## src/rtl/axi4_pkg.sv

```systemverilog
// rtl/axi4_pkg.sv - shared AXI4 read-address types and constants
package axi4_pkg;

   // AXI4 burst encodings; 2'b11 is reserved
   typedef enum logic [1:0] {
      BURST_FIXED = 2'b00,
      BURST_INCR  = 2'b01,
      BURST_WRAP  = 2'b10
   } axi_burst_e;

   // AR generator FSM states
   typedef enum logic [1:0] {
      ST_IDLE = 2'd0,
      ST_CALC = 2'd1,
      ST_ADDR = 2'd2
   } ar_state_e;

   localparam int AXI4_BOUNDARY_BYTES  = 4096;
   localparam int AXI4_FIXED_MAX_BEATS = 16;

endpackage

```

## src/rtl/axi4_rd_burst_splitter.sv

```systemverilog
// rtl/axi4_rd_burst_splitter.sv - burst size/next address calc; AXI_RD_4K_SPLIT_EN adds 4 KB split
module axi4_rd_burst_splitter
   import axi4_pkg::*;
#(
   parameter int ADDR_WIDTH      = 32,
   parameter int BURST_LENGTH    = 8,
   parameter int CMD_BEATS_WIDTH = 16
) (
   input  logic [ADDR_WIDTH-1:0]      cur_addr,
   input  logic [CMD_BEATS_WIDTH-1:0] remaining,
   input  logic [2:0]                 size,
   input  logic [1:0]                 burst,
   output logic [CMD_BEATS_WIDTH-1:0] this_beats,
   output logic [ADDR_WIDTH-1:0]      next_addr
);

   // Wide enough for remaining, 2^BURST_LENGTH and a full 4 KB page of bytes
   localparam int CW = 32;

   logic [CW-1:0]         rem_w;
   logic [CW-1:0]         cap_w;
   logic [CW-1:0]         lim_w;
   logic [CW-1:0]         beats_w;
   logic [ADDR_WIDTH-1:0] size_mask;
   logic [ADDR_WIDTH-1:0] aligned;

   // this_beats = min(remaining, cap, page limit); INCR advances from the aligned address
   always_comb begin
      rem_w     = CW'(remaining);
      size_mask = (ADDR_WIDTH'(1) << size) - ADDR_WIDTH'(1);
      aligned   = cur_addr & ~size_mask;
      case (burst)
         BURST_INCR: cap_w = CW'(1) << BURST_LENGTH;
         BURST_WRAP: cap_w = rem_w;
         default:    cap_w = CW'(AXI4_FIXED_MAX_BEATS);
      endcase
`ifdef AXI_RD_4K_SPLIT_EN
      // Beats left before the next 4 KB page, counted from the aligned start
      lim_w = (burst == BURST_INCR)
            ? CW'((13'(AXI4_BOUNDARY_BYTES) - {1'b0, aligned[11:0]}) >> size)
            : '1;
`else
      lim_w = '1;
`endif
      beats_w = (rem_w < cap_w) ? rem_w : cap_w;
      if (lim_w < beats_w) beats_w = lim_w;
      this_beats = beats_w[CMD_BEATS_WIDTH-1:0];
      next_addr  = (burst == BURST_INCR) ? aligned + ADDR_WIDTH'(beats_w << size) : cur_addr;
   end

endmodule

```

## src/rtl/axi4_master_read_address.sv

```systemverilog
// rtl/axi4_master_read_address.sv - AXI4 AR channel generator; AXI_RD_4K_SPLIT_EN enables 4 KB split
module axi4_master_read_address
   import axi4_pkg::*;
#(
   parameter int ADDR_WIDTH      = 32,
   parameter int ID_WIDTH        = 4,
   parameter int BURST_LENGTH    = 8,
   parameter int CMD_BEATS_WIDTH = 16
) (
   input  logic                       clk,
   input  logic                       rst,
   input  logic                       cmd_valid,
   output logic                       cmd_ready,
   input  logic [ADDR_WIDTH-1:0]      cmd_addr,
   input  logic [ID_WIDTH-1:0]        cmd_id,
   input  logic [CMD_BEATS_WIDTH-1:0] cmd_beats,
   input  logic [2:0]                 cmd_size,
   input  logic [1:0]                 cmd_burst,
   output logic                       arvalid,
   output logic [ADDR_WIDTH-1:0]      araddr,
   output logic [ID_WIDTH-1:0]        arid,
   output logic [BURST_LENGTH-1:0]    arlen,
   output logic [2:0]                 arsize,
   output logic [1:0]                 arburst,
   input  logic                       arready,
   output logic                       busy,
   output logic                       ar_issued,
   output logic                       cmd_done
);

   ar_state_e                  state_q, state_d;
   logic [ADDR_WIDTH-1:0]      cur_addr_q, cur_addr_d;
   logic [CMD_BEATS_WIDTH-1:0] remaining_q, remaining_d;
   logic [ID_WIDTH-1:0]        id_q, id_d;
   logic [2:0]                 size_q, size_d;
   logic [1:0]                 burst_q, burst_d;
   logic [CMD_BEATS_WIDTH-1:0] beats_q, beats_d;
   logic [ADDR_WIDTH-1:0]      next_addr_q, next_addr_d;

   logic                       cmd_ready_d, arvalid_d, busy_d, ar_issued_d, cmd_done_d;
   logic [ADDR_WIDTH-1:0]      araddr_d;
   logic [ID_WIDTH-1:0]        arid_d;
   logic [BURST_LENGTH-1:0]    arlen_d;
   logic [2:0]                 arsize_d;
   logic [1:0]                 arburst_d;

   logic [CMD_BEATS_WIDTH-1:0] split_beats;
   logic [ADDR_WIDTH-1:0]      split_next;
   logic [CMD_BEATS_WIDTH-1:0] rem_after;

   axi4_rd_burst_splitter #(
      .ADDR_WIDTH      (ADDR_WIDTH),
      .BURST_LENGTH    (BURST_LENGTH),
      .CMD_BEATS_WIDTH (CMD_BEATS_WIDTH)
   ) u_splitter (
      .cur_addr   (cur_addr_q),
      .remaining  (remaining_q),
      .size       (size_q),
      .burst      (burst_q),
      .this_beats (split_beats),
      .next_addr  (split_next)
   );

   assign rem_after = remaining_q - beats_q;

   // Next-state and next-output logic; every output is a registered copy of these
   always_comb begin
      state_d     = state_q;
      cur_addr_d  = cur_addr_q;
      remaining_d = remaining_q;
      id_d        = id_q;
      size_d      = size_q;
      burst_d     = burst_q;
      beats_d     = beats_q;
      next_addr_d = next_addr_q;
      arvalid_d   = arvalid;
      araddr_d    = araddr;
      arid_d      = arid;
      arlen_d     = arlen;
      arsize_d    = arsize;
      arburst_d   = arburst;
      ar_issued_d = 1'b0;
      cmd_done_d  = 1'b0;
      case (state_q)
         ST_IDLE: begin
            if (cmd_valid && cmd_ready) begin
               cur_addr_d  = cmd_addr;
               remaining_d = cmd_beats;
               id_d        = cmd_id;
               size_d      = cmd_size;
               burst_d     = cmd_burst;
               if (cmd_beats == '0) begin
                  cmd_done_d = 1'b1;
               end else begin
                  state_d = ST_CALC;
               end
            end
         end
         ST_CALC: begin
            // Next address is captured now so ADDR only has to commit it
            beats_d     = split_beats;
            next_addr_d = split_next;
            araddr_d    = cur_addr_q;
            arlen_d     = BURST_LENGTH'(split_beats - CMD_BEATS_WIDTH'(1));
            arid_d      = id_q;
            arsize_d    = size_q;
            arburst_d   = burst_q;
            arvalid_d   = 1'b1;
            state_d     = ST_ADDR;
         end
         ST_ADDR: begin
            if (arvalid && arready) begin
               arvalid_d   = 1'b0;
               ar_issued_d = 1'b1;
               remaining_d = rem_after;
               cur_addr_d  = next_addr_q;
               if (rem_after == '0) begin
                  state_d    = ST_IDLE;
                  cmd_done_d = 1'b1;
               end else begin
                  state_d = ST_CALC;
               end
            end
         end
         default: state_d = ST_IDLE;
      endcase
      cmd_ready_d = (state_d == ST_IDLE);
      busy_d      = (state_d != ST_IDLE);
   end

   // State, command context and registered outputs; reset discards any command
   always_ff @(posedge clk or negedge rst) begin
      if (!rst) begin
         state_q     <= ST_IDLE;
         cur_addr_q  <= '0;
         remaining_q <= '0;
         id_q        <= '0;
         size_q      <= '0;
         burst_q     <= '0;
         beats_q     <= '0;
         next_addr_q <= '0;
         cmd_ready   <= 1'b0;
         arvalid     <= 1'b0;
         araddr      <= '0;
         arid        <= '0;
         arlen       <= '0;
         arsize      <= '0;
         arburst     <= '0;
         busy        <= 1'b0;
         ar_issued   <= 1'b0;
         cmd_done    <= 1'b0;
      end else begin
         state_q     <= state_d;
         cur_addr_q  <= cur_addr_d;
         remaining_q <= remaining_d;
         id_q        <= id_d;
         size_q      <= size_d;
         burst_q     <= burst_d;
         beats_q     <= beats_d;
         next_addr_q <= next_addr_d;
         cmd_ready   <= cmd_ready_d;
         arvalid     <= arvalid_d;
         araddr      <= araddr_d;
         arid        <= arid_d;
         arlen       <= arlen_d;
         arsize      <= arsize_d;
         arburst     <= arburst_d;
         busy        <= busy_d;
         ar_issued   <= ar_issued_d;
         cmd_done    <= cmd_done_d;
      end
   end

endmodule

```

## config.mk

```make
export PLATFORM = sky130hd
export DESIGN_NAME = axi4_master_read_address
export DESIGN_NICKNAME = d
export VERILOG_FILES = /design/src/rtl/axi4_pkg.sv /design/src/rtl/axi4_rd_burst_splitter.sv /design/src/rtl/axi4_master_read_address.sv
export SDC_FILE = /design/constraint.sdc
export NUM_CORES = 1
export LEC_CHECK = 0
export BUFFER_PORTS_ARGS = -buffer_cell sky130_fd_sc_hd__buf_2
export CORE_MARGIN = 2
export CORE_UTILIZATION = 55
export DETAILED_ROUTE_END_ITERATION = 12
export HOLD_SLACK_MARGIN = 0.06
export PLACE_DENSITY_LB_ADDON = 0.15
export SLEW_MARGIN = 20
export SYNTH_ARGS = -nofsm -noshare
export SYNTH_HDL_FRONTEND = slang
export SYNTH_SLANG_ARGS = --single-unit
```

## constraint.sdc

```tcl
create_clock -name clk -period 7.4 [get_ports clk]
set_clock_uncertainty 0.2 [all_clocks]
set_input_delay 0.74 -clock clk [delete_from_list [all_inputs] [get_ports clk]]
set_output_delay 0.74 -clock clk [all_outputs]
set_load 0.01 [all_outputs]
```

==> flow_summary.toml, run 1 <==
[outcome]
status = "finished, final reports clean"

[timing]
slew_violations = 0
maxSlewHeadroom_pct = 38.5
tns_ns = 0
worstMarginPinSlew_ns = 0.922
max_freq_mhz = 176
setup_ws_ns = 1.73
rsz0062_at_grt = "no"
finalCriticalPeriod_ns = 5.67
final-hold-violation-count = 0
fin_crit_sh_pct = 76.6
setup_violations = 0
hold_ws_ns = 0.150

[die]
rows = 49
die_w_microns = 139
pin_count = 115
die_y_microns = 139
start_util_pct = 56.1
dieArea_sq_um = 19400
core-area_sq_um = 18000

[drt]
post-route-drc-count = 0
drt-total-wl_microns = 24800
drtPass1Iterations = 5
wl_per_cell_microns = 16.4
final_antenna_net_count = 0
drtIter0Drc = 687
via_per_inst = 5.76
route.vias.total = 8703

[power_and_ir_drop]
total_power_w = 0.00599
irDropWorstVdd_mv = 0.256
p_per_area_nw_per_um2 = 526
p_leak_nw = 5.44

[finish]
nFillCells = 1566
n_antenna_cell = 0
drive_above_1_share_pct = 15.2
final_util_pct = 63.3
area_growth_pct = 12.9
nets = 1376

[global_routing]
grt_start_max_net_pins = 90
gr-usage-met1_pct = 37.0
met3_usage_pct = 4.16
grt_pass1_wl_microns = 41200
busiest_layer = "met2"
met2_usage_pct = 40.9
antenna_found_initial = 0
grt_overflow = 0
track_usage_pct = 25.8
grt_pass1_vias = 8138

[hold_path]
min_path_type = "in2async"

[critical_path]
reg2reg_from = "burst_q[1]"
startpoint_type = "flop"
cp.arrival_ns = 5.76
worstSetupEndpointType = "flop"
worstPathMaxFanout = 15
cp_data_required_time_ns = 7.49
setup.worst_path.start = "burst_q[1]"
criticalPathCategory = "reg2reg"

[synthesis]
avgSynthCellArea_sq_um = 8.41
synthAdderAreaFrac_pct = 5.98
synth_nets = 1307
synth_cell_types = 69
syn_inst = 1199
synthXorXnorAreaFrac_pct = 3.21
synthFlopType = "dfrtp_1"
synth.yosys.seq_area_share_pct = 40.0
syn-cell-area_sq_um = 10100
synth-seq-cells = 161
synth-simple-area-share_pct = 20.3
synth_top_family_by_area = "simple AND/OR/NAND/NOR gates"
synth_edf_count = 0
yosys_warnings = 0
async_reset_ff_share_pct = 100
synth_mux_area_share_pct = 8.58
synth-compound-area-share_pct = 17.7

[cts]
cts_setup_buffers = 0
clock_latency_ns = 0.43
htree_levels = 4
cts.repair.resized = 0
hold_buffers = 0
clkSinkCount = 161
cts_tree = "built"
numCtsBuffers = 17
clk_pin_slew_ns = 0.07
clock_path_buffers = 2
root_buffer = "clkbuf_16"

[place]
gp_congestion = 0.880
dp_hpwl_microns = 17200
port_buffers = 114
dp_slack_ns = 1.93

[job]
max-cap-violations = 0
==> flip-flops by register name, indices dropped and copies added, names as in the netlist <==
signal       flops
araddr          32
cur_addr_q      32
next_addr_q     32
beats_q         16
remaining_q     16
arlen            8
arid             4
id_q             4
arsize           3
size_q           3
arburst          2
burst_q          2
state_q          2
ar_issued        1
arvalid          1
busy             1
cmd_done         1
cmd_ready        1
==> kinds of logic (layout without fill, tap and decap cells) <==
family,count (synthesis),count (layout)
multiplexers,84,84
AND/OR/NAND/NOR,459,459
XOR/XNOR,37,37
adder cells (fa/ha/maj),47,47
buffers and inverters,114,196
AO/OA/AOI/OAI,297,297
flip-flops,161,161
==> through the flow <==
| stage | area (sq um) | std cells |
|---|---|---|
| floorplan | 10100 | 1199 |
| global placement | 10800 | 1478 |
| detailed placement | 10800 | 1478 |
| CTS | 11400 | 1510 |
| global route | 11400 | 1510 |
| finish | 11400 | 1510 |
==> area by class of cell <==
| class | instances | area (sq um) | area share [%] |
|---|---|---|---|
| inverter | 39 | 146 | 1.29 |
| clock inverter | 14 | 168 | 1.47 |
| tap | 229 | 287 | 2.52 |
| timing repair buffer | 125 | 659 | 5.79 |
| multi-input combinational | 924 | 5660 | 49.8 |
| sequential | 161 | 4030 | 35.4 |
| clock buffer | 18 | 429 | 3.77 |
==> synth_stat cells (3+ instances only) <==
master,number,area (sq um)
a211o_1,3,26.3
a211oi_1,5,37.5
a21o_1,18,135
a21oi_1,77,385
a31oi_1,10,62.6
and2_1,18,113
and3_1,11,68.8
buf_1,17,63.8
clkbuf_1,56,210
dfrtp_1,161,4030
ha_1,45,563
inv_1,38,143
mux2_2,18,203
mux2i_1,65,651
nand2_1,253,950
nand2b_1,10,62.6
nand3_1,32,160
nand3b_1,5,37.5
nand4_1,10,62.6
nor2_1,69,259
nor2b_1,8,50.1
nor3_1,13,65.1
nor3b_1,4,30.0
nor4_1,7,43.8
nor4b_1,3,26.3
o211ai_1,14,105
o21a_1,4,30.0
o21ai_0,110,551
o21ai_1,11,55.1
o21bai_1,4,30.0
o22ai_1,3,18.8
o31ai_1,6,45.0
or2_2,3,18.8
or3_1,7,43.8
xnor2_1,26,228
xor2_1,11,96.3
==> per-layer routing <==
metal	share of wire (%)	routed length (microns)	vias to the layer above
li1	-	-	4303
met1	48	12000	4121
met2	45	11300	241
met3	4.6	1150	38
met4	1.5	373	0
met5	0	0	-
==> layout by cell type, fill, tap and decap left out, types with 12 or more instances in the layout <==
cell	instances
xnor2_1	26
dfrtp_1	161
ha_1	45
mux2i_1	65
and2_1	18
o211ai_1	14
buf_2	113
a21o_1	18
mux2_2	18
nand3_1	32
o21ai_0	110
nand2_1	253
a21oi_1	77
clkbuf_16	17
inv_1	38
nor2_1	68
nor3_1	12
==> report_power, final <==
part           internal [W]  switching (W)
Sequential          0.00127       0.000351
Clock              0.000510       0.000398
Combinational       0.00138        0.00208
Total               0.00316        0.00283
==> worst max-delay path: stages (launching register included) <==
cell and delay (ns):
dfrtp_1 0.39, inv_1 0.09, ha_1 0.51, a21oi_1 0.08
nor2_1 0.15, inv_1 0.06, ha_1 0.29, o31ai_1 0.08
nand3_1 0.16, a21oi_1 0.28, mux2_2 0.44, o21ai_0 0.24
o21ai_0 0.15, o22ai_1 0.19, ha_1 0.32, a21oi_1 0.17
o21ai_1 0.10, a211o_1 0.35, o211ai_1 0.24, a21o_1 0.20
a21oi_1 0.15, and3_1 0.25, a221oi_1 0.28, o211ai_1 0.16
==> worst paths after layout <==
check | end | slack, ns | cells after the start
setup / recovery | next_addr_q[30] | 1.73 | 23
hold / removal | remaining_q[0] | 0.15 | 1
setup reg to reg | next_addr_q[30] | 1.73 | 23
hold reg to reg | arid[0] | 0.27 | 2
max in group asynchronous | araddr[27] | 5.42 | 2
min in group clk | arid[0] | 0.27 | 2
Power figures use the tool's default switching activity.
==> run 2: changes to the inputs <==
- clock period: 7.4 -> 5.3 ns (I/O delays scaled with it)
==> run 2 against run 1 <==
Maximum frequency grew 11%. Sequential cell count is the same. Combinational power rose by 47%. Die area did not move. Clock-buffer cell count up 2. Highest routed layer unchanged.
==> flow_summary.toml, run 2 (synthesis gave the netlist of run 1 again) <==
[outcome]
status = "finished, final reports clean"

[timing]
rsz0062_at_grt = "yes"
final-hold-violation-count = 0
maxSlewHeadroom_pct = 48.3
fin_crit_sh_pct = 96.5
finalCriticalPeriod_ns = 5.12
setup_violations = 0
worstMarginPinSlew_ns = 0.776
tns_ns = 0
slew_violations = 0
max_freq_mhz = 195

[critical_path]
criticalPathCategory = "reg2reg"
worstPathMaxFanout = 6
reg2reg_from = "burst_q[1]"
setup.worst_path.start = "burst_q[1]"
worstSetupEndpointType = "flop"
startpoint_type = "flop"
cp.arrival_ns = 5.21
cp_data_required_time_ns = 5.40

[global_routing]
grt_overflow = 0
grt_pass1_vias = 8373
antenna_found_initial = 0
grt_pass1_wl_microns = 42300
grt_start_max_net_pins = 82
track_usage_pct = 26.7

[die]
die_w_microns = 139
rows = 49
core-area_sq_um = 18000
dieArea_sq_um = 19400
pin_count = 115
start_util_pct = 56.1
die_y_microns = 139

[power_and_ir_drop]
switching_share_pct = 46.9
p_seq_share_pct = 26.4
p_switching_w = 0.00401
p_int_w = 0.00454
comb_power_share_pct = 59.2
power.share.clock_pct = 14.4
irDropWorstVdd_mv = 0.346
total_power_w = 0.00856
p_leak_nw = 5.50
p_per_area_nw_per_um2 = 739

[cts]
root_buffer = "clkbuf_16"
cts_tree = "built"
clock_latency_ns = 0.43
clkSinkCount = 161
clk_pin_slew_ns = 0.07
htree_levels = 4
numCtsBuffers = 17
clock_path_buffers = 2

[hold_path]
worstHoldStart = "arready"
min_path_type = "in2reg"

[drt]
post-route-drc-count = 0
drtIter0Drc = 613
drtPass1Iterations = 5
drt-total-wl_microns = 25500
top_layer_used = "met4"
via_per_inst = 5.77
final_antenna_net_count = 0
met2WireLength_microns = 11800
wl_met3_microns = 1530
wl_met1_microns = 11700
route.vias.total = 8807
wl_per_cell_microns = 16.7

[finish]
area_growth_pct = 14.9
mostFrequentLayoutCell = "nand2_1"
nFillCells = 1540
regArea_sq_um = 4030
n_antenna_cell = 0
final_cell_mix = "253 x nand2_1, 161 x dfrtp_1, 113 x buf_2"
multiInputGateArea_sq_um = 5750
drive_above_1_share_pct = 17.4
final_cells = 1526
nets = 1392
biggestRegsByFlops = "araddr x32, cur_addr_q x32, next_addr_q x32"
stdcell_area_sq_um = 11600
final_util_pct = 64.5

[place]
gp_congestion = 0.945
port_buffers = 114
place_area_sq_um = 10900
dp_hpwl_microns = 18100
place_inst = 1488

[job]
max-cap-violations = 0
-- run 2: repair_timing --
| action | CTS | global route |
|---|---|---|
| hold endpoints to repair | 79 | 0 |
| setup buffers | 1 | 4 |
| setup endpoints to repair | 2 | 17 |
| pin swaps | 1 | 9 |
| gates resized for setup | 0 | 22 |
| hold buffers | 1 | 0 |
-- run 2: critical path, stage by stage (launching register included) --
cell and delay [ns]:
dfrtp_1 0.41, inv_1 0.10, ha_2 0.21, a21oi_1 0.05, nor2_1 0.20, inv_1 0.08
ha_1 0.29, o31ai_1 0.07, nand3_1 0.18, a21oi_2 0.25, mux2_4 0.38, mux2i_4 0.18
mux2i_1 0.12, mux2i_1 0.19, ha_1 0.32, a21oi_1 0.16, o21ai_0 0.10, a211o_1 0.32
o211ai_1 0.23, a21o_1 0.22, a21oi_2 0.12, and3_1 0.24, a221oi_2 0.25, o211ai_1 0.12
-- run 2: path summary, 6_finish.rpt --
kind | slack (ns) | to | cells past startpoint
setup / recovery | 0.18 | next_addr_q[30] | 23
hold / removal | 0.10 | arvalid | 2
setup reg to reg | 0.18 | next_addr_q[30] | 23
hold reg to reg | 0.27 | arid[0] | 2
max in group asynchronous | 3.27 | next_addr_q[0] | 3
min in group asynchronous | 0.51 | remaining_q[0] | 2
-- run 2: power by group through the flow --
stage | Sequential (W) | Clock, W | Combinational (W)
floorplan | 0.00218 | 0 | 0.00366
global placement | 0.00225 | 0 | 0.00478
detailed placement | 0.00226 | 0 | 0.00486
CTS | 0.00225 | 0.00125 | 0.00491
global route | 0.00233 | 0.00130 | 0.00566
finish | 0.00226 | 0.00123 | 0.00507
-- run 2: per-stage QoR --
| stage | worst slack, ns | hold WS (ns) |
|---|---|---|
| 3_3_place_gp | 0.207 | 0.245 |
| 6_report | 0.183 | 0.103 |
| 5_1_grt | -0.117 | 0.0860 |
| 4_1_cts | 0.0145 | 0.0839 |
| 3_5_place_dp | 0.0328 | 0.257 |
| 2_1_floorplan | 0.503 | 0.0344 |
-- run 2: final cells by class --
class / instances / area share, %
inverter: 39 / 1.26
clock inverter: 12 / 1.14
clock buffer: 20 / 3.86
multi-input combinational: 924 / 49.6
timing repair buffer: 141 / 6.86
sequential: 161 / 34.8
tap: 229 / 2.47
-- run 2: routing by layer --
layer / vias to the layer above / GRT usage [%]
li1: 4341 / -
met1: 4183 / 37.9
met2: 251 / 42.2
met3: 32 / 5.44
met4: 0 / 6.75
met5: - / 0
